`src/rtl/conv10_pkg.sv`:
```
// Shared types and default sizing for the conv10 1x1 MAC array sequencer.
package conv10_pkg;

  localparam int CHIN_DEF   = 736;
  localparam int WOUT_DEF   = 8;
  localparam int NPIX_DEF   = WOUT_DEF * WOUT_DEF;
  localparam int AW_IN_DEF  = $clog2(NPIX_DEF * CHIN_DEF);
  localparam int AW_OUT_DEF = $clog2(NPIX_DEF);

  typedef enum logic [2:0] {
    S_IDLE,
    S_RUN1,
    S_ACK1,
    S_GAP,
    S_RUN2,
    S_ACK2,
    S_DONE
  } state_e;

endpackage

```
`src/rtl/conv10_addr_gen.sv`:
```
// ifm read address generator: ch/pix counters with a multiply-free
// per-pixel base accumulator (base += CHIN on each pixel advance).
module conv10_addr_gen #(
  parameter int CHIN  = 736,
  parameter int NPIX  = 64,
  parameter int AW_IN = 16
) (
  input  logic             clk,
  input  logic             rst,
  input  logic             clr,
  input  logic             step,
  output logic [AW_IN-1:0] addr
);

  localparam int CW = $clog2(CHIN + 1);
  localparam int PW = (NPIX > 1) ? $clog2(NPIX) : 1;

  localparam logic [CW-1:0]    CH_LAST = CW'(CHIN - 1);
  localparam logic [CW-1:0]    CH_WRAP = CW'(CHIN);
  localparam logic [PW-1:0]    PIX_MAX = PW'(NPIX - 1);
  localparam logic [AW_IN-1:0] CHIN_A  = AW_IN'(CHIN);

  logic [CW-1:0]    ch_q, ch_d;
  logic [PW-1:0]    pix_q, pix_d;
  logic [AW_IN-1:0] base_q, base_d;
  logic [AW_IN-1:0] addr_q, addr_d;

  always_comb begin
    ch_d   = ch_q;
    pix_d  = pix_q;
    base_d = base_q;
    addr_d = addr_q;
    if (clr) begin
      ch_d   = '0;
      pix_d  = '0;
      base_d = '0;
      addr_d = '0;
    end else if (step) begin
      if (ch_q == CH_WRAP) begin
        ch_d = '0;
        // pix saturates; the base then stops advancing too
        if (pix_q != PIX_MAX) begin
          pix_d  = pix_q + 1'b1;
          base_d = base_q + CHIN_A;
        end
        addr_d = base_d;
      end else begin
        ch_d = ch_q + 1'b1;
        if (ch_q != CH_LAST) begin
          addr_d = addr_q + 1'b1;
        end
      end
    end
  end

  always_ff @(posedge clk or posedge rst) begin
    if (rst) begin
      ch_q   <= '0;
      pix_q  <= '0;
      base_q <= '0;
      addr_q <= '0;
    end else begin
      ch_q   <= ch_d;
      pix_q  <= pix_d;
      base_q <= base_d;
      addr_q <= addr_d;
    end
  end

  assign addr = addr_q;

endmodule

```
`src/rtl/conv10_sched.sv`:
```
// conv10 sequencer: runs branch 1 then branch 2 on the shared MAC array.
// Optional perf counters under CONV10_SCHED_PERF_EN.
module conv10_sched
  import conv10_pkg::*;
#(
  parameter int CHIN   = CHIN_DEF,
  parameter int WOUT   = WOUT_DEF,
  parameter int AW_IN  = $clog2(WOUT * WOUT * CHIN),
  parameter int AW_OUT = $clog2(WOUT * WOUT)
) (
  input  logic              clk,
  input  logic              rst,
  input  logic              start,
  input  logic              conv10_1_finish,
  input  logic              conv10_2_finish,
  input  logic              conv10_1_sample,
  output logic              conv10_1_en,
  output logic              conv10_2_en,
  output logic              ram_feedback_1,
  output logic              ram_feedback_2,
  output logic [AW_IN-1:0]  ifm_rd_addr,
  output logic              ofm_wr_en,
  output logic              ofm_wr_sel,
  output logic [AW_OUT-1:0] ofm_wr_addr,
  output logic              busy,
  output logic              done
`ifdef CONV10_SCHED_PERF_EN
  ,
  output logic [31:0]       perf_cyc_1,
  output logic [31:0]       perf_cyc_2,
  output logic [AW_OUT:0]   perf_samples
`endif
);

  localparam int NPIX = WOUT * WOUT;
  localparam logic [AW_OUT-1:0] OUT_LAST = AW_OUT'(NPIX - 1);

  state_e state_q;
  logic   en1_q, en2_q;
  logic   fb1_q, fb2_q;
  logic   busy_q, done_q;

  logic              wr_en_q, wr_sel_q;
  logic [AW_OUT-1:0] wr_addr_q;
  logic [AW_OUT-1:0] out_cnt_q;

  logic run, accept, clr, smp_ok;

  assign run    = (state_q == S_RUN1) || (state_q == S_RUN2);
  assign accept = (state_q == S_IDLE) && start;
  assign clr    = accept || (state_q == S_GAP);
  assign smp_ok = run && conv10_1_sample;

  always_ff @(posedge clk or posedge rst) begin
    if (rst) begin
      state_q <= S_IDLE;
      en1_q   <= 1'b0;
      en2_q   <= 1'b0;
      fb1_q   <= 1'b0;
      fb2_q   <= 1'b0;
      busy_q  <= 1'b0;
      done_q  <= 1'b0;
    end else begin
      fb1_q  <= 1'b0;
      fb2_q  <= 1'b0;
      done_q <= 1'b0;
      unique case (state_q)
        S_IDLE: begin
          if (start) begin
            state_q <= S_RUN1;
            en1_q   <= 1'b1;
            busy_q  <= 1'b1;
          end
        end
        S_RUN1: begin
          if (conv10_1_finish) begin
            state_q <= S_ACK1;
            en1_q   <= 1'b0;
            fb1_q   <= 1'b1;
          end
        end
        S_ACK1: state_q <= S_GAP;
        // one dead cycle so the datapath swaps weight/bias/ifm cleanly
        S_GAP: begin
          state_q <= S_RUN2;
          en2_q   <= 1'b1;
        end
        S_RUN2: begin
          if (conv10_2_finish) begin
            state_q <= S_ACK2;
            en2_q   <= 1'b0;
            fb2_q   <= 1'b1;
          end
        end
        S_ACK2: begin
          state_q <= S_DONE;
          done_q  <= 1'b1;
          busy_q  <= 1'b0;
        end
        S_DONE:  state_q <= S_IDLE;
        default: state_q <= S_IDLE;
      endcase
    end
  end

  always_ff @(posedge clk or posedge rst) begin
    if (rst) begin
      wr_en_q   <= 1'b0;
      wr_sel_q  <= 1'b0;
      wr_addr_q <= '0;
      out_cnt_q <= '0;
    end else begin
      wr_en_q <= smp_ok;
      if (clr) begin
        out_cnt_q <= '0;
      end else if (smp_ok) begin
        wr_sel_q  <= (state_q == S_RUN2);
        wr_addr_q <= out_cnt_q;
        out_cnt_q <= (out_cnt_q == OUT_LAST) ? '0 : out_cnt_q + 1'b1;
      end
    end
  end

  conv10_addr_gen #(
    .CHIN  (CHIN),
    .NPIX  (NPIX),
    .AW_IN (AW_IN)
  ) u_addr (
    .clk  (clk),
    .rst  (rst),
    .clr  (clr),
    .step (run),
    .addr (ifm_rd_addr)
  );

`ifdef CONV10_SCHED_PERF_EN
  logic [31:0]     cyc1_q, cyc2_q;
  logic [AW_OUT:0] nsmp_q;

  always_ff @(posedge clk or posedge rst) begin
    if (rst) begin
      cyc1_q <= '0;
      cyc2_q <= '0;
      nsmp_q <= '0;
    end else if (accept) begin
      cyc1_q <= '0;
      cyc2_q <= '0;
      nsmp_q <= '0;
    end else begin
      if (state_q == S_RUN1) cyc1_q <= cyc1_q + 1'b1;
      if (state_q == S_RUN2) cyc2_q <= cyc2_q + 1'b1;
      if (smp_ok && (nsmp_q != '1)) nsmp_q <= nsmp_q + 1'b1;
    end
  end

  assign perf_cyc_1   = cyc1_q;
  assign perf_cyc_2   = cyc2_q;
  assign perf_samples = nsmp_q;
`endif

  assign conv10_1_en    = en1_q;
  assign conv10_2_en    = en2_q;
  assign ram_feedback_1 = fb1_q;
  assign ram_feedback_2 = fb2_q;
  assign ofm_wr_en      = wr_en_q;
  assign ofm_wr_sel     = wr_sel_q;
  assign ofm_wr_addr    = wr_addr_q;
  assign busy           = busy_q;
  assign done           = done_q;

endmodule

```
`config.mk`:
```
export PLATFORM = sky130hd
export DESIGN_NAME = conv10_sched
export DESIGN_NICKNAME = d
export VERILOG_FILES = /design/src/rtl/conv10_pkg.sv /design/src/rtl/conv10_addr_gen.sv /design/src/rtl/conv10_sched.sv
export SDC_FILE = /design/constraint.sdc
export NUM_CORES = 1
export LEC_CHECK = 0
export CAP_MARGIN = 20
export CORE_MARGIN = 2
export CORE_UTILIZATION = 40
export DETAILED_ROUTE_END_ITERATION = 7
export PLACE_DENSITY = 0.63
export SYNTH_ARGS = -nofsm -noshare
export SYNTH_HDL_FRONTEND = slang
export SYNTH_SLANG_ARGS = --single-unit
```
`constraint.sdc`:
```
create_clock -name clk -period 3.1 [get_ports clk]
set_input_delay 0.465 -clock clk [delete_from_list [all_inputs] [get_ports clk]]
set_output_delay 0.465 -clock clk [all_outputs]
set_load 0.05 [all_outputs]
```
==> results.sh <==
export IMPL_synth_edf_count=0
export IMPL_ios=36
export IMPL_grt_pass1_wl_mm=16.2
export IMPL_syn_area_per_cell_sq_um=8.54
export IMPL_max_freq_ghz=0.382
export IMPL_syn_to_final_growth_pct=19.0
export IMPL_routed_wl_mm=9.64
export IMPL_start_util_pct=40.9
export IMPL_wire_per_inst_microns=16.4
export IMPL_total_power_w=0.00375
export IMPL_crit_path_max_fanout=14
export IMPL_path_class="reg -> reg"
export IMPL_stdcell_area_sq_um=4470
export IMPL_hold_buffers=0
export IMPL_cts_resized=0
export IMPL_required_ns=3.34
export IMPL_antenna_found_initial=0
export IMPL_core_rowCount=35
export IMPL_core_sq_um=9200
export IMPL_drt_iter0_drc=217
export IMPL_cts_max_path_buffers=2
export IMPL_cts_tree="yes"
export IMPL_drc=0
export IMPL_fin_cells=588
export IMPL_peakVddDrop_mv=0.578
export IMPL_leakage_nw=1.85
export IMPL_crit_chain="ha_1 -> nand4_1 -> or3_1 -> o21ai_1 -> o21ai_0 -> o311ai_0"
export IMPL_grt_setup_unrepaired="no"
export IMPL_h_tree_depth=3
export IMPL_synth_distinct_cells=57
export IMPL_synth_warnings=0
export IMPL_hpwl_mm=6.63
export IMPL_synth_fp_nets=452
export IMPL_fin_skew_ns=0.00914
export IMPL_hold_viol=0
export IMPL_cpMaxStageDelayCell="o21ai_1"
export IMPL_viasPerCell=5.95
export IMPL_worst_pin_slew_ns=0.888
export IMPL_startpoint_type="register"
export IMPL_slew_violations=0
export IMPL_clkTransAtPathRegs_ns=0.08
export IMPL_dr_pass1_iters=5
export IMPL_numCtsBuffers=9
export IMPL_timing_hold_ws_ns=0.479
export IMPL_critPathBufInv=0
export IMPL_ys_ff_latch=66
export IMPL_die_y_microns=101
export IMPL_cap_violations=0
export IMPL_clockRootBuffer="clkbuf_8"
export IMPL_grt_pass1_vias=3283
export IMPL_power_density_nw_per_um2=839
export IMPL_r2r_start="u_addr.ch_q[0]"
export IMPL_placement_io_buffers=35
export IMPL_die_area_sq_um=10200
export IMPL_critPathLaunch="u_addr.ch_q[0]"
export IMPL_worst_path_largest_cell_delay_ns=0.73
export IMPL_placed_cells=572
export IMPL_period_share_pct=84.5
export IMPL_grt_usage_pct=20.3
export IMPL_status="finished, final reports clean"
export IMPL_critPathCaptureType="register"
export IMPL_die_w_microns=101
export IMPL_holdCritPathClass="in -> async"
export IMPL_synth_async_sr_flop_share_pct=100
export IMPL_r2r_cells=6
export IMPL_tns_ns=0
export IMPL_setup_viol_count_final=0
export IMPL_cts_setup_buffers=0
export IMPL_synthesis_instances=440
export IMPL_r2r_end="u_addr.addr[15]"
export IMPL_antenna_left=0
export IMPL_crit_family="compound AO/OA/AOI/OAI gates"
export IMPL_drive_above_1_share_pct=8.81
export IMPL_relSlewSlack_pct=40.4
export IMPL_dr_total_vias=3499
export IMPL_arrival_ns=2.85
export IMPL_netlist_area_sq_um=3760
export IMPL_detailed_place_area_sq_um=4250
export IMPL_cts_sinks=66
export IMPL_clk_latency_ns=0.35
export IMPL_nNetsFinal=484
export IMPL_antenna_cells=0
export IMPL_place_congestion=0.884
export IMPL_grt_max_degree=43
export IMPL_synth_flop_cell="dfrtp_1"
export IMPL_grt_overflow=0
export IMPL_synth_seq_area_share_pct=43.9
export IMPL_reg2reg_slack_ns=0.48
export IMPL_fin_crit_ns=2.62
==> where the power goes <==
part / total, W / internal [W] / switching (W)
clock network: 0.000834 / 0.000476 / 0.000358
logic: 0.00167 / 0.000560 / 0.00111
registers: 0.00125 / 0.00102 / 0.000229
total: 0.00375 / 0.00206 / 0.00169
==> cells in the final DEF (no fill, tap or decap), types with 3 or more instances in the layout <==
cell,Yosys,layout
o21ai_0,51,51
or3_1,5,5
nand2b_1,3,3
buf_4,0,10
nor2_1,25,25
o31a_1,3,3
a21oi_1,24,23
a31oi_1,4,4
nor3_1,20,20
or2_2,3,3
dfrtp_1,66,66
nand2_1,58,58
xor2_1,4,4
ha_1,6,6
nor4_1,5,5
o41ai_1,4,4
a21o_1,3,3
nand4_1,7,7
o22ai_1,6,6
o211ai_1,5,5
xnor2_1,7,7
inv_1,19,18
a211oi_1,3,3
clkdlybuf4s50_1,0,35
and3_1,8,8
or4_1,4,4
clkbuf_8,0,10
o31ai_1,11,11
nand3_1,24,24
==> through the flow <==
step	util [%]	worst slack, ns
2_1_floorplan	-	0.881
3_3_place_gp	46.2	0.316
3_5_place_dp	46.2	0.260
4_1_cts	48.6	0.527
5_1_grt	48.6	0.189
6_report	48.6	0.481
==> flip-flops by register name (all words and copies together), names as in the netlist <==
name	count
state_q	3
ofm_wr_addr	6
ram_feedback_2	1
ofm_wr_en	1
ram_feedback_1	1
ofm_wr_sel	1
u_addr.addr	16
done	1
u_addr.pix_q	6
busy	1
u_addr.base_q	11
out_cnt_q	6
conv10_2_en	1
conv10_1_en	1
u_addr.ch_q	10
==> cell families after synthesis <==
| family | after synthesis | share of synthesized area, % |
|---|---|---|
| AOI/OAI and AO/OA | 139 | 23.7 |
| buffers and inverters | 44 | 4.73 |
| and+or+nand+nor | 172 | 22.5 |
| adders and majority gates | 6 | 2.00 |
| muxes | 2 | 0.599 |
| DFF | 66 | 43.9 |
| xor gates and xnor gates | 11 | 2.56 |
==> area by class of cell <==
type	instances	area [sq um]
fillers	892	4720
inverters	19	71.3
repair buffers	46	445
clock inverters	6	88.8
multi-input cells	330	1940
flip-flops and latches	66	1650
well taps	111	139
clock buffers	10	138
==> worst max path at each step <==
stage                           end  cells after the start  slack (ns)
floorplan           u_addr.pix_q[5]                      7        0.88
global placement    u_addr.addr[15]                      7        0.32
detailed placement  u_addr.addr[15]                      7        0.26
CTS                 u_addr.addr[15]                      6        0.53
global route        u_addr.addr[15]                      6        0.19
finish              u_addr.addr[15]                      6        0.48
==> per-layer routing <==
metal / global-route usage [%] / vias up / part of all wire, %
li1: - / 1684 / -
met1: 28.8 / 1674 / 47
met2: 30.4 / 122 / 45
met3: 4.30 / 19 / 4.9
met4: 7.69 / 0 / 2.4
met5: 0 / - / 0
==> cells in the mapped netlist, drive strengths merged (3+ instances only) <==
cell type | count | area [sq um]
xor2 | 4 | 35.0
inv | 19 | 71.3
ha | 6 | 75.1
buf | 8 | 42.5
or3 | 7 | 53.8
clkbuf | 17 | 63.8
a21o | 3 | 22.5
o21ai | 53 | 265
nor3 | 21 | 110
xnor2 | 7 | 61.3
nor2 | 25 | 93.8
o41ai | 4 | 35.0
a21oi | 24 | 120
o22ai | 6 | 37.5
nand2b | 3 | 18.8
a31oi | 4 | 25.0
nor4 | 5 | 31.3
a211oi | 3 | 22.5
or4 | 4 | 30.0
o211ai | 6 | 50.1
or2 | 3 | 18.8
nand2 | 58 | 218
o31ai | 11 | 82.6
and3 | 8 | 50.1
o31a | 3 | 26.3
nand4 | 7 | 43.8
dfrtp | 66 | 1650
nand3 | 24 | 120
Power figures use the tool's default switching activity.
